<file path="config.mk">
export PLATFORM = sky130hd
export DESIGN_NAME = zigzag_seq_ctrl
export DESIGN_NICKNAME = d
export VERILOG_FILES = /design/src/rtl/zigzag_seq_ctrl.sv
export SDC_FILE = /design/constraint.sdc
export NUM_CORES = 1
export LEC_CHECK = 0
export CORE_AREA = 2 2 141 143
export CTS_BUF_LIST = sky130_fd_sc_hd__clkbuf_16
export DETAILED_ROUTE_END_ITERATION = 10
export DIE_AREA = 0 0 143 145
export GPL_TIMING_DRIVEN = 0
export PLACE_DENSITY = 0.7
export SLEW_MARGIN = 30
export SYNTH_ARGS = -nofsm -noshare
export SYNTH_HDL_FRONTEND = slang
export SYNTH_SLANG_ARGS = --single-unit
export TNS_END_PERCENT = 100
</file>
<file path="constraint.sdc">
create_clock -name clock -period 9.6 [get_ports clock]
set_input_delay 1.92 -clock clock [delete_from_list [all_inputs] [get_ports clock]]
set_output_delay 1.92 -clock clock [all_outputs]
set_load 0.02 [all_outputs]
</file>
<file path="src/rtl/zigzag_seq_ctrl.sv">
// zigzag_seq_ctrl: sequences the 64x8-bit zigzag block buffer for one 8x8 block at a time.
// Rows from the quantizer are accepted over valid/ready and issued as row-write pulses to the
// buffer. Row data is re-timed to the buffer's write delay. After the last write has landed,
// the zigzag enable window is fired and the block is offered downstream over valid/ready.
//
// Ports:
//   clock, reset           single clock, asynchronous active-high reset
//   in_valid/in_ready      upstream row handshake, in_row_data = 8 pixels (pixel 0 in [7:0])
//   buf_input_enable       bulk-load enable, tied 0
//   buf_input_data_enable  one-cycle row-write pulse
//   buf_matrix_row         row index for the write
//   buf_row_data           row data, valid WR_DELAY cycles after its pulse
//   buf_zigzag_enable      zigzag reorder/capture window
//   zz_out_valid/ready     downstream block handshake
//   busy                   a block is in progress
//   block_count            blocks delivered, wrapping
module zigzag_seq_ctrl #(
    parameter int unsigned ROWS     = 8,
    parameter int unsigned WR_DELAY = 2,
    parameter int unsigned ZZ_LAT   = 3
) (
    input  logic        clock,
    input  logic        reset,
    input  logic        in_valid,
    output logic        in_ready,
    input  logic [63:0] in_row_data,
    output logic        buf_input_enable,
    output logic        buf_input_data_enable,
    output logic [7:0]  buf_matrix_row,
    output logic [63:0] buf_row_data,
    output logic        buf_zigzag_enable,
    output logic        zz_out_valid,
    input  logic        zz_out_ready,
    output logic        busy,
    output logic [15:0] block_count
);

    typedef enum logic [1:0] {StLoad, StDrain, StZz, StOut} state_e;

    state_e      state_q, state_d;
    logic [7:0]  row_cnt_q, row_cnt_d;
    logic [7:0]  cnt_q, cnt_d;
    logic [15:0] block_count_q, block_count_d;
    logic        in_ready_q, in_ready_d;
    logic        zz_valid_q, zz_valid_d;
    logic        wr_pulse_q;
    logic [7:0]  wr_row_q;
    logic        accept;

    // Delay line that re-times row data to the buffer's write path.
    logic [63:0]         pipe_data_q [WR_DELAY];
    logic [WR_DELAY-1:0] pipe_vld_q;
    logic [63:0]         buf_row_data_q;

    // in_ready is only ever high in LOAD, so this is the LOAD-state accept.
    assign accept = in_valid & in_ready_q;

    always_comb begin
        state_d       = state_q;
        row_cnt_d     = row_cnt_q;
        cnt_d         = cnt_q;
        block_count_d = block_count_q;
        unique case (state_q)
            StLoad: begin
                if (accept) begin
                    if (row_cnt_q == 8'(ROWS - 1)) begin
                        row_cnt_d = 8'd0;
                        cnt_d     = 8'd0;
                        state_d   = StDrain;
                    end else begin
                        row_cnt_d = row_cnt_q + 8'd1;
                    end
                end
            end
            StDrain: begin
                // Entered alongside the last write pulse; WR_DELAY+1 cycles here lets it land.
                if (cnt_q == 8'(WR_DELAY)) begin
                    cnt_d   = 8'd0;
                    state_d = StZz;
                end else begin
                    cnt_d = cnt_q + 8'd1;
                end
            end
            StZz: begin
                if (cnt_q == 8'(ZZ_LAT - 1)) begin
                    cnt_d   = 8'd0;
                    state_d = StOut;
                end else begin
                    cnt_d = cnt_q + 8'd1;
                end
            end
            StOut: begin
                if (zz_out_ready) begin
                    block_count_d = block_count_q + 16'd1;
                    state_d       = StLoad;
                end
            end
            default: state_d = StLoad;
        endcase
        in_ready_d = (state_d == StLoad);
        zz_valid_d = (state_d == StOut);
    end

    always_ff @(posedge clock or posedge reset) begin
        if (reset) begin
            state_q       <= StLoad;
            row_cnt_q     <= 8'd0;
            cnt_q         <= 8'd0;
            block_count_q <= 16'd0;
            in_ready_q    <= 1'b0;
            zz_valid_q    <= 1'b0;
            wr_pulse_q    <= 1'b0;
            wr_row_q      <= 8'd0;
        end else begin
            state_q       <= state_d;
            row_cnt_q     <= row_cnt_d;
            cnt_q         <= cnt_d;
            block_count_q <= block_count_d;
            in_ready_q    <= in_ready_d;
            zz_valid_q    <= zz_valid_d;
            wr_pulse_q    <= accept;
            if (accept) begin
                wr_row_q <= row_cnt_q;
            end
        end
    end

    // Reset clears the delay line so writes from an abandoned block never reach the buffer.
    always_ff @(posedge clock or posedge reset) begin
        if (reset) begin
            for (int k = 0; k < int'(WR_DELAY); k++) begin
                pipe_data_q[k] <= '0;
            end
            pipe_vld_q     <= '0;
            buf_row_data_q <= '0;
        end else begin
            pipe_vld_q[0] <= accept;
            if (accept) begin
                pipe_data_q[0] <= in_row_data;
            end
            for (int k = 1; k < int'(WR_DELAY); k++) begin
                pipe_vld_q[k]  <= pipe_vld_q[k-1];
                pipe_data_q[k] <= pipe_data_q[k-1];
            end
            if (pipe_vld_q[WR_DELAY-1]) begin
                buf_row_data_q <= pipe_data_q[WR_DELAY-1];
            end
        end
    end

    assign in_ready              = in_ready_q;
    assign buf_input_enable      = 1'b0;
    assign buf_input_data_enable = wr_pulse_q;
    assign buf_matrix_row        = wr_row_q;
    assign buf_row_data          = buf_row_data_q;
    assign buf_zigzag_enable     = (state_q == StZz);
    assign zz_out_valid          = zz_valid_q;
    assign busy                  = (state_q != StLoad) | (row_cnt_q != 8'd0);
    assign block_count           = block_count_q;

endmodule

</file>
==> flow_summary.ini <==
[logic_synthesis]
ys_ff_latch = 238
syn-cell-area_sq_um = 8552
yosys_warnings = 0
syn_inst = 538
avgSynthCellArea_sq_um = 15.90
syn_nets = 617
synth-edff-count = 0
synth_ff_type = dfrtp_1
ys_async_sr_fraction_pct = 100.0
seq_area_frac_synth_pct = 69.64
synth.distinct_cells = 37

[routing]
vias_per_cell = 4.808
dr.pass1.iters = 4
drc = 0
routed_wirelength_um = 16390
vias = 4861
postRouteAntennaNets = 0
wl_per_cell_um = 16.21
first_iter_violations = 163

[finish]
fin_nets = 806
n_antenna_cell = 0
fillCellCount = 1463
multi_input_area_sq_um = 2476
fin_area_sq_um = 11380
syn_to_final_growth_pct = 33.09
final_cell_mix = dfrtp_1 (238), clkdlybuf4s50_1 (160), mux2_2 (137)
seq_area_sq_um = 5956
final_common_cell = dfrtp_1
drive_gt1_share_pct = 26.41
finalCoreUtilization_pct = 59.26

[place]
pre_cts_slack_ps = 5492
place_congestion = 0.8166
portBuffers = 160
dpl_cell_area_sq_um = 10550
dpl.hpwl_um = 11180

[global_route]
grt_pass1_vias = 5297
grt_pass1_wl_um = 27050
grt_use_total_pct = 16.08
grt_overflow = 0
antenna_found_initial = 0
grt_max_degree = 101

[floorplanning]
core_area_sq_um = 19210
pin_count = 162
rows = 51
die_x_um = 143
die_h_um = 145
start_util_pct = 44.52
die_area_sq_um = 20740

[pwr]
p_leak_nw = 4.911
vdd_ir_drop_max_mv = 0.1726
power.density_nw_per_um2 = 336.0

[sta]
grt_setup_unrepaired = false
worst_slack_ps = 5523
post-route-min-period_ps = 4077
finalHoldViolCount = 0
timing.final.crit_share_pct = 42.47
skew_ps = 7.811
tightestPinTransition_ps = 652.9
max_slew_margin_pct = 56.47
whs_ps = 368.2
setup_viol = 0
drv_slew = 0
fmax_mhz = 245.3

[clock_network]
cts.repair.resized = 0
postCtsSetupBuffers = 0
clk_path_buf_depth = 3
cts-hold-fix-buffers = 0
cts_root_buffer = clkbuf_16
clock-sinks = 238
clkLatencyLatePin_ps = 510
cts_buffers = 25
cts_tree = yes
path_clk_slew_ps = 60
cts-htree-levels = 1

[worst_setup_path]
crit_buf_inv = 2
critPathMaxStageDelay_ps = 610
required_ps = 7680
path_class = register to output port
critical_path.startpoint_type = register
crit_family = buffers and inverters
worstPathArrival_ps = 2160
path_max_fanout = 6
end_kind = output port
crit_slowest_cell = clkdlybuf4s50_1
path_cells = inv_1 -> ha_1 -> nand2_1 -> nor2_1 -> nand3_1 -> clkdlybuf4s50_1

[flow_run]
drv_cap = 0

[outcome]
outcome = completed

[worst_hold_path]
holdCritPathClass = register to register
## sequential cells by signal, summed over array words and instances (netlist names)
signal          flops
cnt_q               8
buf_matrix_row      8
in_ready            1
row_cnt_q           8
block_count        16
pipe_data_q       128
zz_out_valid        1
buf_row_data       64
pipe_vld_q          2
state_q             2
## metrics by stage
stage                     total power, mW  setup TNS, ps  std cells
final                               3.824              0       1011
after floorplan                     2.353              0        538
after global placement              2.824        -263120        963
after global routing                4.038              0       1011
after detailed placement            2.893              0        965
after CTS                           3.877              0       1011
## cell type report
type,instances,area share [%]
flip-flops and latches,238,52.32
repair buffers,162,14.55
plain buffers,18,0.7255
inverters,10,0.3957
multi-input cells,272,21.75
clock inverters,21,1.836
well taps,265,2.913
clock buffers,25,5.496
## report_power, final
group	switching, mW	internal (mW)	total [mW]	leakage (nW)
combinational	0.539	0.644	1.18	1.61
sequential	0.217	1.46	1.67	2.87
clock	0.385	0.583	0.967	0.423
total	1.14	2.68	3.82	4.91
## routing by layer
metal / vias to the layer above / wire length (um) / track usage [%]
met3: 31 / 916 / 3.663
met1: 2478 / 7067 / 20.97
met5: - / 0 / 0
li1: 2239 / - / -
met4: 0 / 306 / 4.406
met2: 113 / 8102 / 27.03
## logic make-up (layout without fill, tap and decap cells)
group                    Yosys count  count (layout)  synth area share (%)
other                              1               1               0.04385
multiplexers                     138             138                 18.16
buffers and inverters             28             236                 1.405
AO/OA/AOI/OAI                     26              26                 2.268
adder cells (fa/ha/maj)           11              11                 1.609
XOR/XNOR                          21              21                 2.151
flip-flops                       238             238                 69.64
AND/OR/NAND/NOR                   75              75                 4.726
## path summary, 6_finish.rpt
kind / start / endpoint / slack, ps / cells after the start
min in group asynchronous: reset / pipe_data_q[13] / 1860 / 2
max in group asynchronous: reset / pipe_data_q[3] / 6900 / 3
max: state_q[0] / busy / 5520 / 6
min reg2reg: pipe_data_q[79] / pipe_data_q[15] / 370 / 0
min: pipe_data_q[79] / pipe_data_q[15] / 370 / 0
max reg2reg: in_ready / pipe_data_q[105] / 7600 / 4
## synth_stat cells, types with 2 or more instances
library cell	n	area (sq um)
nor2_1	16	60.06
a31oi_1	2	12.51
o31ai_1	2	15.01
nor2b_1	3	18.77
nand2_1	19	71.32
nand4_1	6	37.54
ha_1	11	137.6
and3_1	5	31.28
dfrtp_1	238	5956
xor2_1	9	78.83
buf_2	9	45.04
xnor2_1	12	105.1
nand3_1	13	65.06
a21oi_1	5	25.02
and2_1	3	18.77
nor3_1	3	15.01
clkbuf_1	8	30.03
mux2_2	137	1543
o21ai_0	10	50.05
inv_1	10	37.54
No activity file was read; power rests on OpenSTA's default activity.
